## config.mk

```make
export PLATFORM = sky130hd
export DESIGN_NAME = rtype_sequencer
export DESIGN_NICKNAME = d
export VERILOG_FILES = /design/src/rtl/rtype_sequencer.sv
export SDC_FILE = /design/constraint.sdc
export NUM_CORES = 1
export LEC_CHECK = 0
export ABC_AREA = 1
export CAP_MARGIN = 10
export CORE_ASPECT_RATIO = 0.8
export CORE_MARGIN = 2
export CORE_UTILIZATION = 35
export CTS_CLUSTER_DIAMETER = 80
export DETAILED_ROUTE_END_ITERATION = 8
export PLACE_DENSITY = 0.69
export SLEW_MARGIN = 20
export SYNTH_ARGS = -nofsm -noshare
export SYNTH_HDL_FRONTEND = slang
export SYNTH_SLANG_ARGS = --single-unit
```

## constraint.sdc

```tcl
create_clock -name clock -period 4.1 [get_ports clock]
set_input_delay 0.82 -clock clock [delete_from_list [all_inputs] [get_ports clock]]
set_output_delay 0.82 -clock clock [all_outputs]
set_load 0.1 [all_outputs]
```

## src/rtl/rtype_sequencer.sv

```systemverilog
// Multi-cycle sequencer for RV32I R-type instructions: accepts one instruction per
// handshake and steps the register-file/ALU datapath through DECODE, EXECUTE, WRITEBACK.
module rtype_sequencer #(
    parameter int CNT_WIDTH = 16
) (
    input  logic                 clock,
    input  logic                 reset,
    input  logic [31:0]          instr,
    input  logic                 instr_valid,
    output logic                 instr_ready,
    input  logic                 zero_flag,
    output logic [4:0]           read_reg_num1,
    output logic [4:0]           read_reg_num2,
    output logic [4:0]           write_reg,
    output logic [3:0]           alu_control,
    output logic                 regwrite,
    output logic                 done,
    output logic                 illegal,
    output logic                 zero_last,
    output logic [CNT_WIDTH-1:0] retired_count
);

    typedef enum logic [1:0] {IDLE, DECODE, EXECUTE, WRITEBACK} state_t;

    state_t                r_state;
    state_t                w_next;
    logic [31:0]           r_instr;
    logic [3:0]            r_alu;
    logic                  r_zero;
    logic [CNT_WIDTH-1:0]  r_cnt;
    logic                  w_legal;
    logic [3:0]            w_code;
    logic                  w_hs;

    assign read_reg_num1 = r_instr[19:15];
    assign read_reg_num2 = r_instr[24:20];
    assign write_reg     = r_instr[11:7];
    assign zero_last     = r_zero;
    assign retired_count = r_cnt;
    assign w_hs          = instr_valid & instr_ready;

    // Decode of the latched word; only consulted while in DECODE.
    always_comb begin
        w_legal = 1'b0;
        w_code  = 4'b0000;
        if (r_instr[6:0] == 7'b0110011) begin
            w_legal = 1'b1;
            case ({r_instr[31:25], r_instr[14:12]})
                10'b0000000_111: w_code = 4'b0000;
                10'b0000000_110: w_code = 4'b0001;
                10'b0000000_000: w_code = 4'b0010;
                10'b0000000_100: w_code = 4'b0011;
                10'b0000000_001: w_code = 4'b0100;
                10'b0000000_101: w_code = 4'b0101;
                10'b0100000_000: w_code = 4'b0110;
                10'b0000000_010: w_code = 4'b0111;
                10'b0100000_101: w_code = 4'b1000;
                10'b0000000_011: w_code = 4'b1001;
                default:         w_legal = 1'b0;
            endcase
        end
    end

    always_comb begin
        w_next      = r_state;
        instr_ready = 1'b0;
        regwrite    = 1'b0;
        done        = 1'b0;
        illegal     = 1'b0;
        alu_control = r_alu;
        case (r_state)
            IDLE: begin
                // Gated by reset so the source never sees ready while held in reset.
                instr_ready = reset;
                if (instr_valid) w_next = DECODE;
            end
            DECODE: begin
                if (w_legal) begin
                    alu_control = w_code;
                    w_next      = EXECUTE;
                end else begin
                    illegal = 1'b1;
                    w_next  = IDLE;
                end
            end
            EXECUTE: w_next = WRITEBACK;
            WRITEBACK: begin
                regwrite = (r_instr[11:7] != 5'd0);
                done     = 1'b1;
                w_next   = IDLE;
            end
            default: w_next = IDLE;
        endcase
    end

    always_ff @(posedge clock or negedge reset) begin
        if (!reset) begin
            r_state <= IDLE;
            r_instr <= '0;
            r_alu   <= '0;
            r_zero  <= 1'b0;
            r_cnt   <= '0;
        end else begin
            r_state <= w_next;
            if (w_hs) r_instr <= instr;
            if (r_state == DECODE && w_legal) r_alu <= w_code;
            if (r_state == WRITEBACK) begin
                r_zero <= zero_flag;
                r_cnt  <= r_cnt + CNT_WIDTH'(1);
            end
        end
    end

endmodule

```

==> reports/qor.yml <==
drt:
  drcViolationCount: 0
  wl_mm: 5.24
  wl_per_cell_um: 12.1
  drt_iter0_markers: 60
  vias: 1937
  postRouteAntennaNets: 0
  viasPerCell: 4.47
  firstDrtPassIters: 5
sta:
  timing.setup.tns_ns: 0
  skew_ns: 0.00882
  report.final.setup_viol: 0
  max_clock_freq_ghz: 0.307
  hold_ws_ns: 0.473
  final.min_clock_period_ns: 3.26
  finalHoldViolCount: 0
  period_share: 0.794
  timing.final.ws_setup_ns: 0.843
  maxSlewHeadroom: 0.339
  slew_violations: 0
  tightest_slew_ns: 0.989
  rsz0062_at_grt: "false"
power:
  comb_power_share: 0.316
  powerDensity_nw_per_um2: 393
  max-vdd-ir-drop_v: 0.000270
  intPower_mw: 0.852
  total_power_mw: 1.37
  switching_power_mw: 0.518
  leakage_nw: 1.72
  clockPowerShare: 0.219
  swShare: 0.378
  sequentialPowerShare: 0.465
finish:
  layout.cells.non_filler: 433
  fin_util: 0.472
  drive_above_1_share: 0.180
  nFillCells: 694
  antenna_cells: 0
  fin_area_um2: 3490
  nets: 364
  syn_to_final_growth_pct: 31.1
setup_path:
  crit_chain: "or4_1 > o21ai_0 > inv_1 > clkdlybuf4s50_1"
  slowest_delay_ns: 0.96
  crit_arrival_ns: 2.44
  worstRegToRegCells: 3
  path_max_fanout: 3
  slowest_stage: "clkdlybuf4s50_1"
  crit_type: "register to output pin"
  worst_setup_path_end_kind: "output pin"
  startpoint_type: "register"
  required_ns: 3.28
floorplan:
  ioPinCount: 76
  core-area_um2: 7390
  num_rows: 28
  die_area_um2: 8320
  start_util: 0.360
  dieWidth_um: 101
  die_y_um: 82.0
cts:
  ctsResizeCount: 0
  clock-root-buffer: "clkbuf_8"
  cts_tree: "built"
  clock-sinks: 55
  cts_buffers: 5
  holdBufCountCts: 0
  clockBufferDepth: 2
  clkLatencyLatePin_ns: 0.31
  htree_levels: 2
  post_cts_buffers: 0
  clk_pin_slew_ns: 0.10
yosys:
  synth_enable_flop_cells: 0
  syn_area_per_cell_um2: 10.2
  synth_top_area_cell: "dfrtp_1"
  synth_common_cells: "55 x dfrtp_1, 53 x nand2_1, 30 x nor2_1"
  synth_flop_cell: "dfrtp_1"
  synth_area_leaders: "dfrtp_1 52%, mux2_2 11%, nand2_1 7.5%"
  ys_seq_area_frac: 0.517
  synth_most_common_cell: "dfrtp_1"
  syn_inst: 262
  synth_cell_types: 28
  syn_area_um2: 2660
  synth-async-reset-ratio: 1.00
  yosysWarnings: 0
  syn_nets: 299
  synth_top_area_frac: 0.517
  synth_seq_cells: 55
grt:
  grt_pass1_vias: 1859
  antenna_found_initial: 0
  grt_max_degree: 56
  grt.total_usage: 0.134
  grt_first_pass_wirelength_mm: 8.64
  grt_overflow_total: 0
placed_design:
  pre_cts_slack_ns: 1.20
  port_buffers: 75
  place.detailed.hpwl_mm: 3.85
  place.gp.congestion: 0.740
  dpl_cell_area_um2: 3400
  placedCellCount: 425
run:
  maxCapViolations: 0
hold_path:
  min_path_type: "register to register"
  hold_path_depth: 2
outcome:
  outcome: "finished, final reports clean"
## registers in the layout (all words and copies together) (netlist names), named ones only
register,flops
r_alu,4
r_instr,32
r_state,1
retired_count,16
zero_last,1
## cell usage in the layout, fill, tap and decap left out
cell type and instances:
a21oi_1 6, buf_2 1, buf_4 7, clkbuf_1 1, clkbuf_8 5, clkdlybuf4s50_1 68, clkinv_2 1, clkinvlp_4 1
dfrtp_1 55, ha_1 1, inv_1 19, mux2_2 27, nand2_1 53, nand2_2 3, nand2_4 2, nand3_1 13
nand3_2 1, nand3b_1 1, nand3b_2 1, nand4_1 4, nor2_1 30, nor2_2 1, nor2_4 4, nor3_1 1
nor3_2 1, nor3_4 2, nor3b_2 1, o21ai_0 2, or4_1 1, xnor2_1 3, xnor2_2 1, xor2_1 11
## routing by layer
metal	wire [um]	track usage
met1	2420	0.174
met4	40	0.0324
met3	408	0.0596
met5	0	0
met2	2370	0.205
## power by group through the flow
| stage | Combinational [mW] | Clock, mW | Sequential (mW) |
|---|---|---|---|
| 6_report | 0.433 | 0.300 | 0.638 |
| 5_1_grt | 0.454 | 0.340 | 0.646 |
| 4_1_cts | 0.438 | 0.314 | 0.638 |
| 3_5_place_dp | 0.436 | 0 | 0.649 |
| 3_3_place_gp | 0.433 | 0 | 0.645 |
| 2_1_floorplan | 0.358 | 0 | 0.639 |
## worst max-delay path: cells and delay by family, from the launching register on
kind,cells,cell delay (ns)
buffers and inverters,2,1.02
and+or+nand+nor,1,0.50
DFF,1,0.41
AOI/OAI and AO/OA,1,0.19
## cell families after synthesis
| logic type | share of synthesized area |
|---|---|
| buf+inv | 0.0743 |
| flops | 0.517 |
| simple gates | 0.222 |
| compound gates | 0.0151 |
| xor+xnor | 0.0522 |
| fa+ha+maj | 0.00470 |
| mux | 0.114 |
## layout make-up
class,instances,area (um^2),share of cell area
clock buffers,6,72.6,0.0208
repair buffers,76,738,0.212
multi-input cells,170,1090,0.311
clock inverters,2,12.5,0.00359
inverters,19,71.3,0.0204
well taps,105,131,0.0377
flip-flops and latches,55,1380,0.395
## worst paths after layout
kind                                        start                 endpoint  slack [ns]
min reg2reg                  r_alu[3]$_DFFE_PN0P_     r_alu[3]$_DFFE_PN0P_        0.47
max                        r_instr[7]$_DFFE_PN0P_                 regwrite        0.84
min                          r_alu[3]$_DFFE_PN0P_     r_alu[3]$_DFFE_PN0P_        0.47
max in group asynchronous                   reset  r_instr[31]$_DFFE_PN0P_        2.96
max reg2reg                              register  r_instr[26]$_DFFE_PN0P_        2.24
min in group asynchronous                   reset     r_alu[2]$_DFFE_PN0P_        0.67
Note: power is estimated with default switching activity, not from simulation.
